[config.mk]
export PLATFORM = sky130hd
export DESIGN_NAME = l2_port_arbiter
export DESIGN_NICKNAME = d
export VERILOG_FILES = /design/src/rtl/lc3b_types.sv /design/src/rtl/l2_port_arbiter.sv
export SDC_FILE = /design/constraint.sdc
export NUM_CORES = 1
export LEC_CHECK = 0
export CORE_AREA = 3 3 272 274
export CTS_CLUSTER_SIZE = 16
export DETAILED_ROUTE_END_ITERATION = 10
export DIE_AREA = 0 0 275 277
export SETUP_SLACK_MARGIN = 0.4
export SLEW_MARGIN = 20
export SYNTH_ARGS = -nofsm -noshare
export SYNTH_HDL_FRONTEND = slang
export SYNTH_SLANG_ARGS = --single-unit
[constraint.sdc]
create_clock -name clk -period 1.4 [get_ports clk]
set_input_delay 0.21 -clock clk [delete_from_list [all_inputs] [get_ports clk]]
set_output_delay 0.21 -clock clk [all_outputs]
set_load 0.005 [all_outputs]
[src/rtl/lc3b_types.sv]
// Shared LC-3b cache-hierarchy types: the cache line type, the L2 port
// arbiter state and owner encodings, and the two-way round-robin pick.
package lc3b_types;

    localparam int LINE_WIDTH = 128;

    typedef logic [LINE_WIDTH-1:0] lc3b_c_line;

    typedef enum logic [1:0] {
        IDLE = 2'd0,
        BUSY = 2'd1,
        RESP = 2'd2
    } arb_state_t;

    typedef enum logic {
        OWN_I = 1'b0,
        OWN_D = 1'b1
    } arb_owner_t;

    // A lone requester wins outright. When both sides ask, the side that did
    // not win last time wins, so neither fetch nor memory stage can starve.
    function automatic arb_owner_t rr_pick2(input logic req_i,
                                            input logic req_d,
                                            input arb_owner_t last);
        if (req_i && req_d) begin
            return (last == OWN_I) ? OWN_D : OWN_I;
        end else if (req_d) begin
            return OWN_D;
        end else begin
            return OWN_I;
        end
    endfunction

endpackage

[src/rtl/l2_port_arbiter.sv]
// Shares the single L2 port between the I-cache miss path and the D-cache
// miss/writeback path. One transaction at a time: grant in IDLE, hold the
// latched request on the L2 strobes in BUSY, pulse the owner's resp in RESP.
//
// Handshake: each requester holds its request level and inputs stable until
// it sees its one-cycle *_pmem_resp pulse; L2 sees a level read/write strobe
// that stays high, with address and data stable, until its one-cycle l2_resp.
// Requests are only sampled in IDLE; later changes to requester inputs do
// not disturb a transaction that is already in flight.
module l2_port_arbiter
    import lc3b_types::*;
#(
    parameter int ADDR_WIDTH  = 16,
    parameter int LINE_WIDTH  = 128,
    parameter int OFFSET_BITS = 4
) (
    input  logic                  clk,
    input  logic                  reset,

    input  logic [ADDR_WIDTH-1:0] i_pmem_address,
    input  logic                  i_pmem_read,
    output logic [LINE_WIDTH-1:0] i_pmem_rdata,
    output logic                  i_pmem_resp,

    input  logic [ADDR_WIDTH-1:0] d_pmem_address,
    input  logic                  d_pmem_read,
    input  logic                  d_pmem_write,
    input  logic [LINE_WIDTH-1:0] d_pmem_wdata,
    output logic [LINE_WIDTH-1:0] d_pmem_rdata,
    output logic                  d_pmem_resp,

    output logic [ADDR_WIDTH-1:0] l2_address,
    output logic                  l2_read,
    output logic                  l2_write,
    output logic [LINE_WIDTH-1:0] l2_wdata,
    input  logic [LINE_WIDTH-1:0] l2_rdata,
    input  logic                  l2_resp,

    output logic [1:0]            dbg_state,
    output logic                  dbg_last_grant
);

    // Clears the line-offset bits so L2 always sees a line-aligned address.
    localparam logic [ADDR_WIDTH-1:0] LINE_MASK = {ADDR_WIDTH{1'b1}} << OFFSET_BITS;

    arb_state_t              state_q, state_d;
    arb_owner_t              owner_q, owner_d;
    arb_owner_t              last_q, last_d;
    arb_owner_t              pick;
    logic [ADDR_WIDTH-1:0]   addr_q, addr_d;
    logic [LINE_WIDTH-1:0]   wdata_q, wdata_d;
    logic                    is_write_q, is_write_d;
    logic [LINE_WIDTH-1:0]   rdata_q, rdata_d;
    logic                    req_i, req_d;

    assign req_i = i_pmem_read;
    // Read and write together is illegal; it is treated as a write.
    assign req_d = d_pmem_read | d_pmem_write;

    // Next-state and datapath latch logic for the IDLE/BUSY/RESP sequence.
    always_comb begin
        state_d    = state_q;
        owner_d    = owner_q;
        last_d     = last_q;
        addr_d     = addr_q;
        wdata_d    = wdata_q;
        is_write_d = is_write_q;
        rdata_d    = rdata_q;
        pick       = rr_pick2(req_i, req_d, last_q);
        case (state_q)
            IDLE: begin
                // l2_resp is deliberately ignored here (stale after a reset).
                if (req_i || req_d) begin
                    owner_d = pick;
                    last_d  = pick;
                    state_d = BUSY;
                    if (pick == OWN_D) begin
                        addr_d     = d_pmem_address & LINE_MASK;
                        wdata_d    = d_pmem_wdata;
                        is_write_d = d_pmem_write;
                    end else begin
                        addr_d     = i_pmem_address & LINE_MASK;
                        is_write_d = 1'b0;
                    end
                end
            end
            BUSY: begin
                if (l2_resp) begin
                    rdata_d = l2_rdata;
                    state_d = RESP;
                end
            end
            RESP: begin
                state_d = IDLE;
            end
            default: begin
                state_d = IDLE;
            end
        endcase
    end

    // State registers with synchronous reset back to an idle, empty arbiter.
    always_ff @(posedge clk) begin
        if (reset) begin
            state_q    <= IDLE;
            owner_q    <= OWN_I;
            last_q     <= OWN_I;
            addr_q     <= '0;
            wdata_q    <= '0;
            is_write_q <= 1'b0;
            rdata_q    <= '0;
        end else begin
            state_q    <= state_d;
            owner_q    <= owner_d;
            last_q     <= last_d;
            addr_q     <= addr_d;
            wdata_q    <= wdata_d;
            is_write_q <= is_write_d;
            rdata_q    <= rdata_d;
        end
    end

    assign l2_address     = addr_q;
    assign l2_wdata       = wdata_q;
    assign l2_read        = (state_q == BUSY) && !is_write_q;
    assign l2_write       = (state_q == BUSY) &&  is_write_q;
    assign i_pmem_rdata   = rdata_q;
    assign d_pmem_rdata   = rdata_q;
    assign i_pmem_resp    = (state_q == RESP) && (owner_q == OWN_I);
    assign d_pmem_resp    = (state_q == RESP) && (owner_q == OWN_D);
    assign dbg_state      = state_q;
    assign dbg_last_grant = (last_q == OWN_D);

endmodule

==> flow_results.xml <==
<?xml version="1.0" encoding="UTF-8"?>
<metrics>
  <group name="critical_path">
    <metric name="worst-path-max-fanout" unit="">12</metric>
    <metric name="worstSetupEndpointType" unit="">flop</metric>
    <metric name="required" unit="ps">1800</metric>
    <metric name="criticalPathCategory" unit="">flop to flop</metric>
    <metric name="timing.critical_path.from_type" unit="">flop</metric>
    <metric name="timing.critical_path.arrival" unit="ps">2140</metric>
  </group>
  <group name="placement">
    <metric name="place_inst" unit="">2877</metric>
    <metric name="dp_slack" unit="ps">-446.3</metric>
    <metric name="final_wtd_congestion" unit="">0.8120</metric>
    <metric name="hpwlAfterDp" unit="microns">40380</metric>
    <metric name="port-buffer-count" unit="">688</metric>
  </group>
  <group name="clocking">
    <metric name="clk_root_buffer_cell" unit="">sky130_fd_sc_hd__clkbuf_16</metric>
    <metric name="clkTransAtPathRegs" unit="ps">60</metric>
    <metric name="numCtsBuffers" unit="">34</metric>
    <metric name="worstSkewPairLatency" unit="ps">530</metric>
    <metric name="tritoncts_clock_tree" unit="">yes</metric>
    <metric name="cts.sinks" unit="">272</metric>
    <metric name="cts.path.max_buffers" unit="">3</metric>
    <metric name="cts.htree.levels" unit="">2</metric>
    <metric name="hold_buffers" unit="">0</metric>
  </group>
  <group name="sta">
    <metric name="clock-skew-final" unit="ps">15.83</metric>
    <metric name="setup_slack_of_the_critical_path_after_layout" unit="ps">-337.4</metric>
    <metric name="hold_violation_count_in_the_final_report" unit="">0</metric>
    <metric name="post_route_hold_slack" unit="ps">52.43</metric>
    <metric name="finalSetupViolCount" unit="">278</metric>
    <metric name="fin_crit_sh" unit="">1.241</metric>
    <metric name="min_period" unit="ps">1737</metric>
    <metric name="setup_total_negative_slack" unit="ps">-64660</metric>
    <metric name="grt_setup_unrepaired" unit="">true</metric>
    <metric name="timing.fmax" unit="GHz">0.5756</metric>
    <metric name="max_slew_violation_total_from_the_final_report" unit="">0</metric>
  </group>
  <group name="yosys">
    <metric name="synth_ff_type" unit="">sky130_fd_sc_hd__dfxtp_1</metric>
    <metric name="yosys.area_share.xor_xnor" unit="">0</metric>
    <metric name="post_synth_instance_area" unit="sq um">10930</metric>
    <metric name="synth_warnings" unit="">0</metric>
    <metric name="yosysTopAreaCell" unit="">sky130_fd_sc_hd__dfxtp_1</metric>
    <metric name="synth_edf_count" unit="">0</metric>
    <metric name="yosys_register_bits" unit="">272</metric>
    <metric name="synth_top_cells_by_area" unit="">sky130_fd_sc_hd__dfxtp_1 50%, sky130_fd_sc_hd__a21oi_1 12%, sky130_fd_sc_hd__nand2_1 9.7%</metric>
    <metric name="synth_compound_area_frac" unit="">0.1961</metric>
    <metric name="post-synth-top-area-fraction" unit="">0.4984</metric>
    <metric name="post_synth_inst_count" unit="">1366</metric>
    <metric name="post_synth_num_cell_types" unit="">24</metric>
    <metric name="synth-adder-area-share" unit="">0</metric>
    <metric name="synth_simple_gate_area_share" unit="">0.1647</metric>
    <metric name="yosys-mux-area-fraction" unit="">0</metric>
    <metric name="synthArstFlopShare" unit="">0</metric>
    <metric name="synth_top_family_by_area" unit="">compound AO/OA/AOI/OAI gates</metric>
    <metric name="post_synthesis_mean_instance_area" unit="sq um">7.998</metric>
    <metric name="fraction_of_the_yosys_area_taken_by_sequential_cells" unit="">0.4984</metric>
  </group>
  <group name="layout">
    <metric name="layout-drive-gt1-share" unit="">0.6031</metric>
    <metric name="sequential_cell_area" unit="sq um">5863</metric>
    <metric name="mostFrequentLayoutCell" unit="">sky130_fd_sc_hd__buf_6</metric>
    <metric name="final_cells" unit="">3171</metric>
    <metric name="most-common-layout-cells" unit="">416 x sky130_fd_sc_hd__buf_6, 284 x sky130_fd_sc_hd__clkdlybuf4s50_1, 238 x sky130_fd_sc_hd__dfxtp_2, 232 x sky130_fd_sc_hd__nand2_1, 205 x sky130_fd_sc_hd__a21oi_1</metric>
    <metric name="area_growth" unit="%">119.9</metric>
    <metric name="layout.nets" unit="">2487</metric>
    <metric name="multi_input_area" unit="sq um">5146</metric>
    <metric name="filler_cell_count" unit="">7270</metric>
    <metric name="final_util" unit="">0.3355</metric>
  </group>
  <group name="routing">
    <metric name="via_count" unit="">12920</metric>
    <metric name="number_of_nets_with_antenna_violations_after_detailed_routing" unit="">0</metric>
    <metric name="drc" unit="">0</metric>
    <metric name="detail_route.iter0.violations" unit="">527</metric>
    <metric name="drtPass1Iterations" unit="">5</metric>
    <metric name="drt-wirelength-per-cell" unit="microns">18.59</metric>
    <metric name="post_drt_via_cell_ratio" unit="">4.073</metric>
    <metric name="routed_wirelength" unit="microns">58950</metric>
  </group>
  <group name="status">
    <metric name="violations" unit="">setup timing</metric>
    <metric name="result_of_the_run" unit="">finished, violations left</metric>
  </group>
  <group name="power_and_ir_drop">
    <metric name="vdd.ir_drop.worst" unit="V">0.0007631</metric>
    <metric name="power.density_cell_area" unit="nW/um^2">1017</metric>
    <metric name="power.leakage" unit="nW">10.03</metric>
  </group>
  <group name="floorplan">
    <metric name="initial_core_util" unit="">0.1526</metric>
    <metric name="rows" unit="">98</metric>
    <metric name="fp.coreArea" unit="sq um">71610</metric>
    <metric name="floorplan.io_pins" unit="">701</metric>
    <metric name="die_y" unit="microns">277</metric>
    <metric name="die_area" unit="sq um">76180</metric>
    <metric name="die_width" unit="microns">275</metric>
  </group>
  <group name="global_routing">
    <metric name="grt_antenna_before_repair" unit="">12</metric>
    <metric name="grt.total_usage" unit="">0.1379</metric>
    <metric name="grt_pass1_vias" unit="">12660</metric>
    <metric name="globalRouteOverflowTotal" unit="">0</metric>
    <metric name="first_pass_grt_wire_length" unit="microns">79980</metric>
    <metric name="maximum_number_of_pins_on_one_net_before_global_route_repair" unit="">52</metric>
  </group>
  <group name="min_path">
    <metric name="timing.hold.worst.class" unit="">input port to flop</metric>
  </group>
  <group name="job">
    <metric name="max_cap_violations" unit="">0</metric>
  </group>
</metrics>
final cells by class:
class | instances | area share
Timing Repair Buffer | 1042 | 0.4446
Sequential cell | 272 | 0.2440
Multi-Input combinational cell | 843 | 0.2142
Tap cell | 950 | 0.04948
Clock buffer | 46 | 0.04151
Clock inverter | 14 | 0.005781
Antenna cell | 4 | 0.0004166
path summary, 6_finish.rpt:
| kind | cells past startpoint | slack [ps] | to | start |
|---|---|---|---|---|
| setup reg to reg | 8 | -340 | l2_address[6] | dbg_state[1] |
| hold reg to reg | 2 | 450 | l2_wdata[88] | l2_wdata[88] |
| setup / recovery | 8 | -340 | l2_address[6] | dbg_state[1] |
| hold / removal | 2 | 50 | l2_wdata[27] | reset |
cell usage after synthesis, types with 2 or more instances:
library cell and number:
sky130_fd_sc_hd__dfxtp_1 272, sky130_fd_sc_hd__nor3b_1 3, sky130_fd_sc_hd__and3b_1 3, sky130_fd_sc_hd__a311oi_1 12, sky130_fd_sc_hd__buf_2 52, sky130_fd_sc_hd__clkbuf_1 64, sky130_fd_sc_hd__o21ai_0 108, sky130_fd_sc_hd__nor2_1 2
sky130_fd_sc_hd__clkbuf_2 2, sky130_fd_sc_hd__a21oi_1 271, sky130_fd_sc_hd__nand2_1 281, sky130_fd_sc_hd__nand3_1 129, sky130_fd_sc_hd__o21ai_1 22, sky130_fd_sc_hd__buf_4 135
registers in the layout, summed over array words and instances, names as in the netlist:
signal / flops
d_pmem_rdata: 128
dbg_last_grant: 1
dbg_state: 2
is_write_q: 1
l2_address: 12
l2_wdata: 128
per-stage QoR:
step,power (W),cell area (sq um)
floorplan,0.01071,11230
global placement,0.01386,18850
detailed placement,0.01387,18850
CTS,0.02395,21990
global route,0.02549,24020
finish,0.02444,24020
layer usage:
layer  vias up  global-route usage  part of all wire
met4         8             0.06269             0.038
met2       564              0.2426              0.51
met3       111             0.04783             0.092
li1       6176                   -                 -
met1      6057              0.1476              0.36
met5         -                   0           0.00093
logic make-up after synthesis:
family,count (synthesis)
compound gates,415
buf+inv,254
simple gates,424
flops,272
other cells,1
critical path: stages (launching register included):
cell and delay, ps:
sky130_fd_sc_hd__dfxtp_4 370, sky130_fd_sc_hd__buf_6 130, sky130_fd_sc_hd__buf_6 120, sky130_fd_sc_hd__buf_6 120, sky130_fd_sc_hd__or2_4 310, sky130_fd_sc_hd__buf_12 170, sky130_fd_sc_hd__nor2_4 100, sky130_fd_sc_hd__buf_12 150
sky130_fd_sc_hd__a311oi_2 110
power by group:
part           internal, W  total (W)  switching (W)  leakage (nW)
registers          0.00839    0.00888       0.000489          2.35
clock network      0.00538    0.00902        0.00364         0.558
logic              0.00379    0.00654        0.00275          7.12
repair_timing:
item	in CTS	in global routing
buffers inserted	152	65
endpoints found under the setup margin	675	675
gates cloned	5	8
gates resized for setup	2372	333
pin swaps	22	89
Power figures use the tool's default switching activity.
